## src/rtl/alu_issue_ctrl_if.sv

```systemverilog
// Bundle of the instruction, ALU and writeback handshakes around alu_issue_ctrl.
// The controller uses the master side; the pipeline/ALU/consumer environment uses the slave side.
interface alu_issue_ctrl_if #(
  parameter int DATA_WIDTH = 8,
  parameter int INST_WIDTH = 32,
  parameter int FUNC_WIDTH = 4
);
  logic                  inst_valid;
  logic                  inst_ready;
  logic [INST_WIDTH-1:0] inst;
  logic [DATA_WIDTH-1:0] rs1_data;
  logic [DATA_WIDTH-1:0] rs2_data;
  logic [FUNC_WIDTH-1:0] alu_func;
  logic [DATA_WIDTH-1:0] alu_op1;
  logic [DATA_WIDTH-1:0] alu_op2;
  logic [DATA_WIDTH-1:0] alu_result;
  logic                  wb_valid;
  logic                  wb_ready;
  logic [4:0]            wb_rd;
  logic [DATA_WIDTH-1:0] wb_data;
  logic                  illegal;

  modport master (
    input  inst_valid, inst, rs1_data, rs2_data, alu_result, wb_ready,
    output inst_ready, alu_func, alu_op1, alu_op2, wb_valid, wb_rd, wb_data, illegal
  );

  modport slave (
    output inst_valid, inst, rs1_data, rs2_data, alu_result, wb_ready,
    input  inst_ready, alu_func, alu_op1, alu_op2, wb_valid, wb_rd, wb_data, illegal
  );
endinterface

```

## src/rtl/alu_issue_ctrl.sv

```systemverilog
// Decodes one RV32 R/I-type ALU instruction, drives the registered ALU for a single
// issue cycle, captures its result and presents it on the writeback handshake.
//
// state   | meaning
// S_IDLE  | ready for an instruction; illegal ones pulse illegal and stay here
// S_ISSUE | latched func/operands driven to the ALU for one cycle
// S_CAPT  | ALU result (registered at end of ISSUE) captured into wb_data
// S_WB    | wb_valid high, wb_data/wb_rd held until wb_ready
module alu_issue_ctrl #(
  parameter int DATA_WIDTH = 8,
  parameter int INST_WIDTH = 32,
  parameter int FUNC_WIDTH = 4
) (
  input logic               clk,
  input logic               rst,
  alu_issue_ctrl_if.master  bus
);

  localparam logic [FUNC_WIDTH-1:0] F_ZERO = FUNC_WIDTH'(0);
  localparam logic [FUNC_WIDTH-1:0] F_ADD  = FUNC_WIDTH'(1);
  localparam logic [FUNC_WIDTH-1:0] F_SUB  = FUNC_WIDTH'(2);
  localparam logic [FUNC_WIDTH-1:0] F_SLL  = FUNC_WIDTH'(3);
  localparam logic [FUNC_WIDTH-1:0] F_SLT  = FUNC_WIDTH'(4);
  localparam logic [FUNC_WIDTH-1:0] F_XOR  = FUNC_WIDTH'(5);
  localparam logic [FUNC_WIDTH-1:0] F_OR   = FUNC_WIDTH'(6);
  localparam logic [FUNC_WIDTH-1:0] F_AND  = FUNC_WIDTH'(7);
  localparam logic [FUNC_WIDTH-1:0] F_SRL  = FUNC_WIDTH'(8);
  localparam logic [FUNC_WIDTH-1:0] F_SRA  = FUNC_WIDTH'(9);
  localparam logic [FUNC_WIDTH-1:0] F_SLTU = FUNC_WIDTH'(10);

  localparam logic [6:0] OP_R = 7'b0110011;
  localparam logic [6:0] OP_I = 7'b0010011;
  localparam logic [6:0] F7_0 = 7'b0000000;
  localparam logic [6:0] F7_A = 7'b0100000;

  typedef enum logic [1:0] {S_IDLE, S_ISSUE, S_CAPT, S_WB} state_t;

  state_t                state_q, state_d;
  logic [FUNC_WIDTH-1:0] dec_func;
  logic [DATA_WIDTH-1:0] dec_op1, dec_op2;
  logic                  dec_ok;
  logic                  accept;
  logic [FUNC_WIDTH-1:0] lat_func;
  logic [DATA_WIDTH-1:0] lat_op1, lat_op2;
  logic [4:0]            lat_rd;
  logic [DATA_WIDTH-1:0] wb_data_q;
  logic [4:0]            wb_rd_q;
  logic                  illegal_q;

  logic [6:0] opcode, funct7;
  logic [2:0] funct3;
  assign opcode = bus.inst[6:0];
  assign funct3 = bus.inst[14:12];
  assign funct7 = bus.inst[31:25];

  assign accept = bus.inst_valid && (state_q == S_IDLE);

  always_comb begin
    dec_func = F_ZERO;
    dec_ok   = 1'b0;
    dec_op1  = bus.rs1_data;
    dec_op2  = bus.rs2_data;
    if (opcode == OP_R) begin
      case (funct3)
        3'b000: begin
          if (funct7 == F7_0)      begin dec_func = F_ADD; dec_ok = 1'b1; end
          else if (funct7 == F7_A) begin dec_func = F_SUB; dec_ok = 1'b1; end
        end
        3'b101: begin
          if (funct7 == F7_0)      begin dec_func = F_SRL; dec_ok = 1'b1; end
          else if (funct7 == F7_A) begin dec_func = F_SRA; dec_ok = 1'b1; end
        end
        3'b001: if (funct7 == F7_0) begin dec_func = F_SLL;  dec_ok = 1'b1; end
        3'b010: if (funct7 == F7_0) begin dec_func = F_SLT;  dec_ok = 1'b1; end
        3'b011: if (funct7 == F7_0) begin dec_func = F_SLTU; dec_ok = 1'b1; end
        3'b100: if (funct7 == F7_0) begin dec_func = F_XOR;  dec_ok = 1'b1; end
        3'b110: if (funct7 == F7_0) begin dec_func = F_OR;   dec_ok = 1'b1; end
        default: if (funct7 == F7_0) begin dec_func = F_AND; dec_ok = 1'b1; end
      endcase
    end else if (opcode == OP_I) begin
      // immediate truncated to the datapath width; shift amounts are zero-extended
      dec_op2 = DATA_WIDTH'($signed(bus.inst[31:20]));
      case (funct3)
        3'b000: begin dec_func = F_ADD;  dec_ok = 1'b1; end
        3'b010: begin dec_func = F_SLT;  dec_ok = 1'b1; end
        3'b011: begin dec_func = F_SLTU; dec_ok = 1'b1; end
        3'b100: begin dec_func = F_XOR;  dec_ok = 1'b1; end
        3'b110: begin dec_func = F_OR;   dec_ok = 1'b1; end
        3'b111: begin dec_func = F_AND;  dec_ok = 1'b1; end
        3'b001: begin
          dec_op2 = DATA_WIDTH'(bus.inst[24:20]);
          if (funct7 == F7_0) begin dec_func = F_SLL; dec_ok = 1'b1; end
        end
        default: begin
          dec_op2 = DATA_WIDTH'(bus.inst[24:20]);
          if (funct7 == F7_0)      begin dec_func = F_SRL; dec_ok = 1'b1; end
          else if (funct7 == F7_A) begin dec_func = F_SRA; dec_ok = 1'b1; end
        end
      endcase
    end
  end

  always_ff @(posedge clk) begin
    if (rst) state_q <= S_IDLE;
    else     state_q <= state_d;
  end

  always_comb begin
    state_d = state_q;
    case (state_q)
      S_IDLE:  if (accept && dec_ok) state_d = S_ISSUE;
      S_ISSUE: state_d = S_CAPT;
      S_CAPT:  state_d = S_WB;
      default: if (bus.wb_ready) state_d = S_IDLE;
    endcase
  end

  always_ff @(posedge clk) begin
    if (rst) begin
      lat_func  <= F_ZERO;
      lat_op1   <= '0;
      lat_op2   <= '0;
      lat_rd    <= '0;
      wb_data_q <= '0;
      wb_rd_q   <= '0;
      illegal_q <= 1'b0;
    end else begin
      illegal_q <= accept && !dec_ok;
      if (accept && dec_ok) begin
        lat_func <= dec_func;
        lat_op1  <= dec_op1;
        lat_op2  <= dec_op2;
        lat_rd   <= bus.inst[11:7];
      end
      if (state_q == S_CAPT) begin
        wb_data_q <= bus.alu_result;
        wb_rd_q   <= lat_rd;
      end
    end
  end

  // outside ISSUE the ALU sees ZERO so it holds its last result
  always_comb begin
    bus.inst_ready = (state_q == S_IDLE);
    bus.wb_valid   = (state_q == S_WB);
    bus.alu_func   = F_ZERO;
    bus.alu_op1    = '0;
    bus.alu_op2    = '0;
    if (state_q == S_ISSUE) begin
      bus.alu_func = lat_func;
      bus.alu_op1  = lat_op1;
      bus.alu_op2  = lat_op2;
    end
    bus.wb_data = wb_data_q;
    bus.wb_rd   = wb_rd_q;
    bus.illegal = illegal_q;
  end

endmodule

```

## src/flat_wrapper.sv

```systemverilog
// flat-port wrapper written by rule: the top's interface ports become plain ports
module alu_issue_ctrl_flat 
#(
  parameter int DATA_WIDTH = 8,
  parameter int INST_WIDTH = 32,
  parameter int FUNC_WIDTH = 4
)
  (clk, rst, bus_inst_valid, bus_inst, bus_rs1_data, bus_rs2_data, bus_alu_result, bus_wb_ready, bus_inst_ready, bus_alu_func, bus_alu_op1, bus_alu_op2, bus_wb_valid, bus_wb_rd, bus_wb_data, bus_illegal);
  alu_issue_ctrl_if #(.DATA_WIDTH(DATA_WIDTH), .INST_WIDTH(INST_WIDTH), .FUNC_WIDTH(FUNC_WIDTH)) bus_i ();
  input logic clk;
  input logic rst;
  input wire logic [$bits(bus_i.inst_valid)-1:0] bus_inst_valid;
  input wire logic [$bits(bus_i.inst)-1:0] bus_inst;
  input wire logic [$bits(bus_i.rs1_data)-1:0] bus_rs1_data;
  input wire logic [$bits(bus_i.rs2_data)-1:0] bus_rs2_data;
  input wire logic [$bits(bus_i.alu_result)-1:0] bus_alu_result;
  input wire logic [$bits(bus_i.wb_ready)-1:0] bus_wb_ready;
  output wire logic [$bits(bus_i.inst_ready)-1:0] bus_inst_ready;
  output wire logic [$bits(bus_i.alu_func)-1:0] bus_alu_func;
  output wire logic [$bits(bus_i.alu_op1)-1:0] bus_alu_op1;
  output wire logic [$bits(bus_i.alu_op2)-1:0] bus_alu_op2;
  output wire logic [$bits(bus_i.wb_valid)-1:0] bus_wb_valid;
  output wire logic [$bits(bus_i.wb_rd)-1:0] bus_wb_rd;
  output wire logic [$bits(bus_i.wb_data)-1:0] bus_wb_data;
  output wire logic [$bits(bus_i.illegal)-1:0] bus_illegal;
  assign bus_i.inst_valid = bus_inst_valid;
  assign bus_i.inst = bus_inst;
  assign bus_i.rs1_data = bus_rs1_data;
  assign bus_i.rs2_data = bus_rs2_data;
  assign bus_i.alu_result = bus_alu_result;
  assign bus_i.wb_ready = bus_wb_ready;
  assign bus_inst_ready = bus_i.inst_ready;
  assign bus_alu_func = bus_i.alu_func;
  assign bus_alu_op1 = bus_i.alu_op1;
  assign bus_alu_op2 = bus_i.alu_op2;
  assign bus_wb_valid = bus_i.wb_valid;
  assign bus_wb_rd = bus_i.wb_rd;
  assign bus_wb_data = bus_i.wb_data;
  assign bus_illegal = bus_i.illegal;
  alu_issue_ctrl #(.DATA_WIDTH(DATA_WIDTH), .INST_WIDTH(INST_WIDTH), .FUNC_WIDTH(FUNC_WIDTH)) u_core (.clk(clk), .rst(rst), .bus(bus_i));
endmodule
```

## config.mk

```make
export PLATFORM = sky130hd
export DESIGN_NAME = alu_issue_ctrl_flat
export DESIGN_NICKNAME = d
export VERILOG_FILES = /design/src/rtl/alu_issue_ctrl_if.sv /design/src/rtl/alu_issue_ctrl.sv /design/src/flat_wrapper.sv
export SDC_FILE = /design/constraint.sdc
export NUM_CORES = 1
export LEC_CHECK = 0
export ABC_CLOCK_PERIOD_IN_PS = 3800
export BUFFER_PORTS_ARGS = -buffer_cell sky130_fd_sc_hd__buf_2
export CORE_MARGIN = 4
export CORE_UTILIZATION = 40
export CTS_CLUSTER_DIAMETER = 50
export DETAILED_ROUTE_END_ITERATION = 10
export PLACE_DENSITY = 0.69
export SYNTH_ARGS = -nofsm -noshare
export SYNTH_HDL_FRONTEND = slang
export SYNTH_SLANG_ARGS = --single-unit
```

## constraint.sdc

```tcl
create_clock -name clk -period 3.8 [get_ports clk]
set_input_delay 0.57 -clock clk [delete_from_list [all_inputs] [get_ports clk]]
set_output_delay 0.57 -clock clk [all_outputs]
set_load 0.02 [all_outputs]
```

# After elaboration in Yosys (flattened, before gate mapping)
# Index checks and enable logic that the tools add are counted.
[totals] output_inout_bits=36 elab_cells=63 reg_bits=41
[classes] eq_ne=14 n_reduce_logical=11 n_mux=30
[ops] operator="4-bit case mux with 7 select lines" n=2
[ops] operator="8-bit 2-to-1 mux" n=5
[ops] operator="4-bit 2-to-1 mux" n=7
[ops] operator="7-bit by 6-bit equality test with 1-bit output, second input constant" n=2
[ops] operator="3-bit equality test, second input constant" n=4
[ops] operator="3-bit 2-to-1 mux" n=4
[ops] operator="2-bit 2-to-1 mux" n=4
[ops] operator="7-bit by 5-bit equality test with 1-bit output, second input constant" n=1
[ops] operator="7-bit logical NOT" n=1
[ops] operator="3-bit by 2-bit equality test with 1-bit output, second input constant" n=2
[ops] operator="1-bit 2-to-1 mux" n=6
[ops] operator="2-bit case mux with 3 select lines" n=1
[ops] operator="6-bit OR reduction" n=1
[ops] operator="2-bit equality test, second input constant" n=2
[ops] operator="4-bit nonzero test" n=1
[ops] operator="3-bit by 1-bit equality test with 1-bit output, second input constant" n=1
[ops] operator="1-bit logical AND" n=3
[ops] operator="3-bit logical NOT" n=1
[ops] operator="2-bit by 1-bit equality test with 1-bit output, second input constant" n=1
[ops] operator="2-bit logical NOT" n=1
[ops] operator="2-bit by 1-bit != test with 1-bit output, second input constant" n=1
[ops] operator="1-bit case mux with 2 select lines" n=1
[ops] operator="2-bit AND reduction" n=1
[ops] operator="2-bit OR reduction" n=1
[ops] operator="1-bit logical NOT" n=1

# Logic depth before layout (Yosys ltp)
# Gate-level depths: netlist of run 1.
[logic_depth] word_depth=9 depth_mapped=7

# Worst setup path before layout of run 1
# OpenSTA, ideal clock, no wires.
[synth_path] path_kind="input to register" from="input port bus_inst[12]" to="register u_core.lat_op2[5]" slack_ps=1648 path_buffers=2 path_stages=7 required_time_ps=3668 t_arrival_ps=2020 cell_sequence="buf_6 > xor2_1 > o221a_4 > or4_4 > buf_6 > a311oi_1 > nor3_1"
[synth_via] elab_chain_cells=6
[synth_lines] item="from (decl)" line_no="flat_wrapper.sv:13" text="input wire logic [$bits(bus_i.inst)-1:0] bus_inst;"
[synth_lines] item="3-bit by 2-bit equality test with 1-bit output (tied with other cells)" line_no="alu_issue_ctrl.sv:64, alu_issue_ctrl.sv:83"
[synth_lines] item="6-bit OR reduction (no line)"
[synth_lines] item="1-bit case mux with 2 select lines" line_no="alu_issue_ctrl.sv:83" text="case (funct3)"
[synth_lines] item="1-bit 2-to-1 mux" line_no="alu_issue_ctrl.sv:80" text="end else if (opcode == OP_I) begin"
[synth_lines] item="1-bit 2-to-1 mux" line_no="alu_issue_ctrl.sv:63" text="if (opcode == OP_R) begin"
[synth_lines] item="1-bit logical AND" line_no="alu_issue_ctrl.sv:129" text="if (accept && dec_ok) begin"
[synth_lines] item="to (signal assigned)" line_no="alu_issue_ctrl.sv:132" text="lat_op2 <= dec_op2;"
[synth_lines] item="to (decl)" line_no="alu_issue_ctrl.sv:44" text="logic [DATA_WIDTH-1:0] lat_op1, lat_op2;"
# Parallel ways exist; a longest one is shown, timed or not.
# A chain may end at the register's enable or synchronous reset.

# Final worst setup path of run 1
[layout_path] from="register u_core.state_q[1]" to="output port bus_alu_op2[3]"
[layout_via] elab_chain_cells=2
[layout_lines] item="from (decl)" line_no="alu_issue_ctrl.sv:38" text="state_t state_q, state_d;"
[layout_lines] item="from (signal assigned)" line_no="alu_issue_ctrl.sv:105" text="else state_q <= state_d;"
[layout_lines] item="2-bit by 1-bit equality test with 1-bit output" line_no="alu_issue_ctrl.sv:149" text="if (state_q == S_ISSUE) begin"
[layout_lines] item="8-bit 2-to-1 mux" line_no="alu_issue_ctrl.sv:149"
[layout_lines] item="to (decl)" line_no="flat_wrapper.sv:21" text="output wire logic [$bits(bus_i.alu_op2)-1:0] bus_alu_op2;"
# No other way between the ends.

==> results of run 1 <==
state kept, by name (all words and copies together) (netlist names):
| register | flops |
|---|---|
| u_core.lat_op2 | 8 |
| u_core.bus.illegal | 1 |
| u_core.bus.wb_rd | 5 |
| u_core.state_q | 2 |
| u_core.lat_func | 4 |
| u_core.lat_rd | 5 |
| u_core.lat_op1 | 8 |
| u_core.bus.wb_data | 8 |
power groups by stage:
stage | Sequential [mW] | Combinational (mW) | Clock, mW
2_1_floorplan | 0.441 | 0.0367 | 0
3_3_place_gp | 0.441 | 0.0704 | 0
3_5_place_dp | 0.441 | 0.0712 | 0
4_1_cts | 0.431 | 0.0715 | 0.364
5_1_grt | 0.431 | 0.0802 | 0.384
6_report | 0.431 | 0.0711 | 0.353
cells in the final DEF (no fill, tap or decap), drive strengths merged, types with 6 or more instances in the layout:
cell / count
and2: 20
mux2i: 21
buf: 93
a211oi: 6
nor2: 30
nor3: 7
nand2: 36
nand2b: 6
clkbuf: 7
dfxtp: 41
a21oi: 16
metrics by stage:
step	std cells	hold slack, ps	worst slack [ps]
global route	393	467	1420
detailed placement	385	440	1310
floorplan	244	427	1650
global placement	385	434	1320
CTS	393	450	1500
finish	393	445	1540
cell families after synthesis:
group / Yosys count / share of synthesized area [%]
simple gates: 114 / 27.8
flops: 41 / 40.1
compound gates: 40 / 13.4
buf+inv: 22 / 5.08
mux: 21 / 10.3
fa+ha+maj: 4 / 2.45
xor+xnor: 2 / 0.857
area by class of cell:
type	count	area (um2)
Clock inverter	1	30.0
Sequential cell	41	821
Tap cell	67	83.8
Inverter	3	11.3
Clock buffer	7	86.3
Multi-Input combinational cell	181	1130
Fill cell	464	2210
Timing Repair Buffer	93	473
worst min path at each step:
stage          slack [ps]              start                 to
2_1_floorplan         430  u_core.lat_op1[0]  u_core.lat_op1[0]
3_3_place_gp          430  u_core.lat_op1[2]  u_core.lat_op1[2]
3_5_place_dp          440  u_core.lat_op1[7]  u_core.lat_op1[7]
4_1_cts               450  u_core.lat_op1[5]  u_core.lat_op1[5]
5_1_grt               470  u_core.lat_op1[5]  u_core.lat_op1[5]
6_report              450  u_core.lat_op1[7]  u_core.lat_op1[7]
worst max-delay path, cell delays in order (launching register included):
cell     delay (ps)
dfxtp_1         340
inv_1            90
ha_1            570
and2_1          240
buf_2           170
layer usage:
metal,GRT usage (%),wire length [um],vias up
met4,4.12,41,0
li1,-,-,990
met2,27.5,2320,49
met5,0,0,-
met1,19.7,2200,830
met3,3.84,285,4
==> summary.txt, run 1 <==
Run status
  • Status: completed

Synthesis
  • Leading cell type by number of instances after synthesis: dfxtp_1
  • Area contributors post-synth: dfxtp_1, mux2i_1, nand2_1
  • EDFF count, synth: 0
  • Top_reg_cell synth: dfxtp_1
  • #FFs+latches synth: 41
  • Commonest cells post-synth: dfxtp_1, nand2_1, nor2_1, mux2i_1, and2_1
  • Yosys warning count: 0
  • Seq/Total Area, Yosys: 40.1%
  • Library cells used by synthesis: 39
  • Yosys top cell area share: 40.1%
  • Syn Inst Count: 244
  • Area leader, netlist: dfxtp_1
  • Syn_nets: 308
  • Asr flop ratio synth: 0%
  • Syn Area/Cell: 8.38 um2
  • Syn Std Cell Area: 0.00204 mm2

Finish
  • Final Cell Area: 0.00263 mm2
  • Finished Core Util: 54.3%
  • Share of cells above drive strength 1: 32.2%
  • Nets: 389
  • ANT cells: 0
  • Area growth syn-to-layout: 28.8%

Clock network
  • CTS tree: yes
  • Worst-Skew Late Latency: 280 ps
  • Num CTS Buffers: 5
  • Setup bufs post-CTS: 0
  • # resized after CTS: 0
  • Bufs on Longest Clock Path: 2
  • H-tree levels: 2
  • Clock transition at path regs: 70 ps
  • CTS Hold Bufs: 0
  • # clock sinks: 41
  • CTS root buf: clkbuf_8

Floorplan
  • Vert. Die Dim: 79.5 um
  • Chip width: 79.5 um
  • Initial Utilization: 42.2%
  • I/O pin count: 96
  • Die area: 0.00632 mm2
  • Core area: 0.00485 mm2
  • Num rows: 25

Setup path
  • R2R Path End: u_core.lat_op2[6]
  • Critical Path Start: u_core.state_q[1]
  • Kind of critical path: reg2out
  • CP arrival: 1690 ps
  • Crit end category: output port
  • R2R Setup Slk: 1820 ps
  • FF-to-FF Start: u_core.state_q[0]
  • FF-to-FF path depth: 6
  • Critical Path Fanout Max: 22
  • Worst setup path end: bus_alu_op2[3]
  • Startpoint types: flip-flop
  • Critical Path RT: 3230 ps

STA
  • Rel. slew slack: 42.8%
  • Achievable Freq: 0.443 GHz
  • Clock Skew: 6.07 ps
  • Fin Setup TNS: 0 ps
  • Min cycle time layout: 2260 ps
  • Fin crit share: 59.4%
  • Final hold vios: 0
  • Final setup fails: 0
  • Final Max Tran Viols: 0
  • Worst Max-Slew Pin Slew: 858 ps
  • RSZ-0062 raised after global routing: no

Power and ir drop
  • Total Power: 855 uW
  • Part of the power in the clock network: 41.3%
  • VDD IR max: 0.325 mV
  • Reg power frac: 50.4%
  • P_sw: 176 uW
  • LEAKAGE: 1.12 nW
  • Sw Ratio: 20.6%
  • Pwr Density: 325 mW/mm2
  • Pint: 679 uW
  • Logic pwr share: 8.3%

Routing
  • Initial DRC count: 92
  • Drt first pass iters: 4
  • Drt wl/cell: 12.3 um
  • Final wirelength: 4.85 mm
  • Antenna viol nets, final: 0
  • Vias/cell: 4.77
  • Via count: 1873
  • Post-route DRC: 0

GRT
  • Vias in the first global route: 1801
  • Largest net degree at the start of global routing: 43
  • Global-route wire length before repair: 8.10 mm
  • Total GRT Usage: 15.9%
  • Total gr overflow: 0
  • Initial antenna violation count: 0

Placed design
  • DP Area: 0.00252 mm2
  • IO buf count: 90
  • Final HPWL DP: 3.52 mm
  • Gpl congestion: 0.801

Min path
  • Hold Path Depth: 2
  • Hold crit path type: reg2reg

Flow run
  • MaxCap Viol Count: 0
Note: power is estimated with default switching activity, not from simulation.
==> run 2: changes to the inputs <==
Settings changed: ABC_CLOCK_PERIOD_IN_PS 3800 to 1800, PLACE_DENSITY 0.69 to 0.72.
Clock period 3.8 ns to 1.8 ns, I/O delays scaled along.
==> summary.txt, run 2 (synthesis results as in run 1) <==
Finish
  • Most frequent cells in the layout: buf_2, dfxtp_1, nand2_1, nor2_1, mux2i_1
  • ANT cells: 0 (unchanged)
  • Area growth syn-to-layout: 40.4%
  • Most common cell after layout, fill and taps aside: buf_2
  • Share of cells above drive strength 1: 38.5% (+6.3 points)
  • # fillers: 471 (+1.5%)
  • Nets: 411 (+5.7%)
  • Layout Cells excl Fill: 415 (+5.6%)

GRT
  • Total GRT Usage: 16.1% (+0.25 points)
  • Initial antenna violation count: 0 (unchanged)
  • Total gr overflow: 0 (unchanged)
  • Vias in the first global route: 1911 (+6.1%)
  • Largest net degree at the start of global routing: 23 (-47%)
  • Global-route wire length before repair: 8.25 mm (+1.8%)

STA
  • Min cycle time layout: 1720 ps
  • Fin Setup TNS: 0 ps (unchanged)
  • RSZ-0062 raised after global routing: yes
  • Clock Skew: 8.33 ps (+2.26 ps)
  • Final Max Tran Viols: 0 (unchanged)
  • Worst Max-Slew Pin Slew: 417 ps (-441 ps)
  • Final setup fails: 0 (unchanged)
  • Fin crit share: 95.4%
  • Final hold vios: 0 (unchanged)
  • Achievable Freq: 0.582 GHz
  • Final setup margin: 82.4 ps (-1460 ps)
  • Rel. slew slack: 72.2% (+29 points)
  • Final hold slack: 210 ps (-235 ps)

Clock network
  • # clock sinks: 41 (unchanged)
  • Num CTS Buffers: 5 (unchanged)
  • CTS root buf: clkbuf_8
  • H-tree levels: 2 (unchanged)
  • Setup bufs post-CTS: 0 (unchanged)
  • Bufs on Longest Clock Path: 2 (unchanged)
  • Clock transition at path regs: 80 ps (about the same)
  • Worst-Skew Late Latency: 290 ps (about the same)
  • CTS tree: yes

Flow run
  • MaxCap Viol Count: 0 (unchanged)

Placed design
  • Worst slack at placement: -125 ps (-1430 ps)
  • Placed insts: 407 (+5.7%)
  • Gpl congestion: 0.827 (+3.2%)
  • Final HPWL DP: 3.84 mm (+9.1%)
  • IO buf count: 90 (unchanged)

Setup path
  • FF-to-FF Start: u_core.state_q[1]
  • Critical Path Fanout Max: 8 (-64%)
  • Kind of critical path: reg2out
  • Critical Path RT: 1530 ps (-1700 ps)
  • FF-to-FF path depth: 9 (+3)
  • CP arrival: 1450 ps (-240 ps)
  • Crit end category: output port
  • Critical path's slowest cell: dfxtp_1
  • R2R Setup Slk: 120 ps (-1700 ps)
  • Max stage delay on crit path: 390 ps (-180 ps)
  • Worst-path cell chain: inv_1, ha_1, buf_4, and2_1, buf_2
  • R2R Path End: u_core.lat_rd[2]
  • Startpoint types: flip-flop

Floorplan
  • Chip width: 79.5 um (unchanged)
  • Num rows: 25 (unchanged)
  • Vert. Die Dim: 79.5 um (unchanged)
  • Core area: 0.00485 mm2 (unchanged)
  • I/O pin count: 96 (unchanged)
  • Initial Utilization: 42.2% (unchanged)
  • Die area: 0.00632 mm2 (unchanged)

Power and ir drop
  • LEAKAGE: 1.24 nW (+11%)
  • Pwr Density: 599 mW/mm2 (+84%)
  • VDD IR max: 0.342 mV (+5.4%)

Routing
  • Initial DRC count: 80 (-13%)
  • Final wirelength: 5.00 mm (+3.0%)
  • Via count: 1986 (+6.0%)
  • Vias/cell: 4.79 (+0.41%)
  • Post-route DRC: 0 (unchanged)
  • Drt wl/cell: 12.0 um (-2.5%)
  • Drt first pass iters: 4 (unchanged)
  • Antenna viol nets, final: 0 (unchanged)

Min path
  • Hold Path Depth: 3 (+1)
  • Hold endpoint: u_core.lat_op1[2]
  • Min-Delay Startpoint: bus_rs1_data[2]
  • Hold crit path type: in2reg

Run status
  • Status: completed
[run 2: layer usage]
| metal | up-vias | wire length [um] | GRT usage (%) |
|---|---|---|---|
| met4 | 0 | 49 | 5.15 |
| met3 | 5 | 273 | 3.50 |
| li1 | 1038 | - | - |
| met1 | 889 | 2240 | 20.4 |
| met5 | - | 0 | 0 |
| met2 | 54 | 2440 | 27.2 |
[run 2: critical path: cells and delay by family (launching register included)]
kind,cells,cell delay (ps)
flip-flops,1,390
AND/OR/NAND/NOR,1,160
buffers and inverters,3,400
adder cells (fa/ha/maj),1,210
[run 2: worst max-delay path by stage]
stage	from	end	slack [ps]	cells past startpoint
after detailed placement	bus_inst[26]	u_core.lat_op1[6]	-130	7
after global routing	u_core.state_q[0]	u_core.lat_rd[0]	-30	9
after global placement	bus_inst[26]	u_core.lat_op1[6]	-110	7
final	u_core.state_q[1]	bus_alu_op1[0]	80	5
after CTS	u_core.state_q[1]	bus_alu_op1[0]	70	5
after floorplan	bus_inst[2]	u_core.lat_op2[5]	-30	6
[run 2: timing repair]
item | in CTS | in global routing
hold buffers | 0 | 0
endpoints found under the setup margin | 0 | 12
resized for setup | 0 | 5
[run 2: metrics by stage]
| stage | total power [mW] | util [%] | cell area (um2) |
|---|---|---|---|
| 2_1_floorplan | 1.01 | - | 2070 |
| 3_3_place_gp | 1.11 | 56.6 | 2750 |
| 3_5_place_dp | 1.11 | 56.6 | 2750 |
| 4_1_cts | 1.74 | 58.6 | 2840 |
| 5_1_grt | 1.80 | 59.2 | 2870 |
| 6_report | 1.72 | 59.2 | 2870 |
[run 2: layout make-up]
cell class | count | area (um2) | area share (%)
tap | 67 | 83.8 | 2.92
sequential | 41 | 821 | 28.6
timing repair buffer | 115 | 683 | 23.8
multi-input combinational | 181 | 1170 | 40.9
clock inverter | 2 | 13.8 | 0.480
inverter | 3 | 11.3 | 0.392
clock buffer | 6 | 82.6 | 2.88
[run 2: where the power goes]
part           internal [mW]  switching, mW  leakage (nW)
Clock                  0.311          0.318        0.0512
Combinational         0.0950         0.0860         0.857
Sequential             0.908        0.00108         0.330
Total                   1.31          0.405          1.24
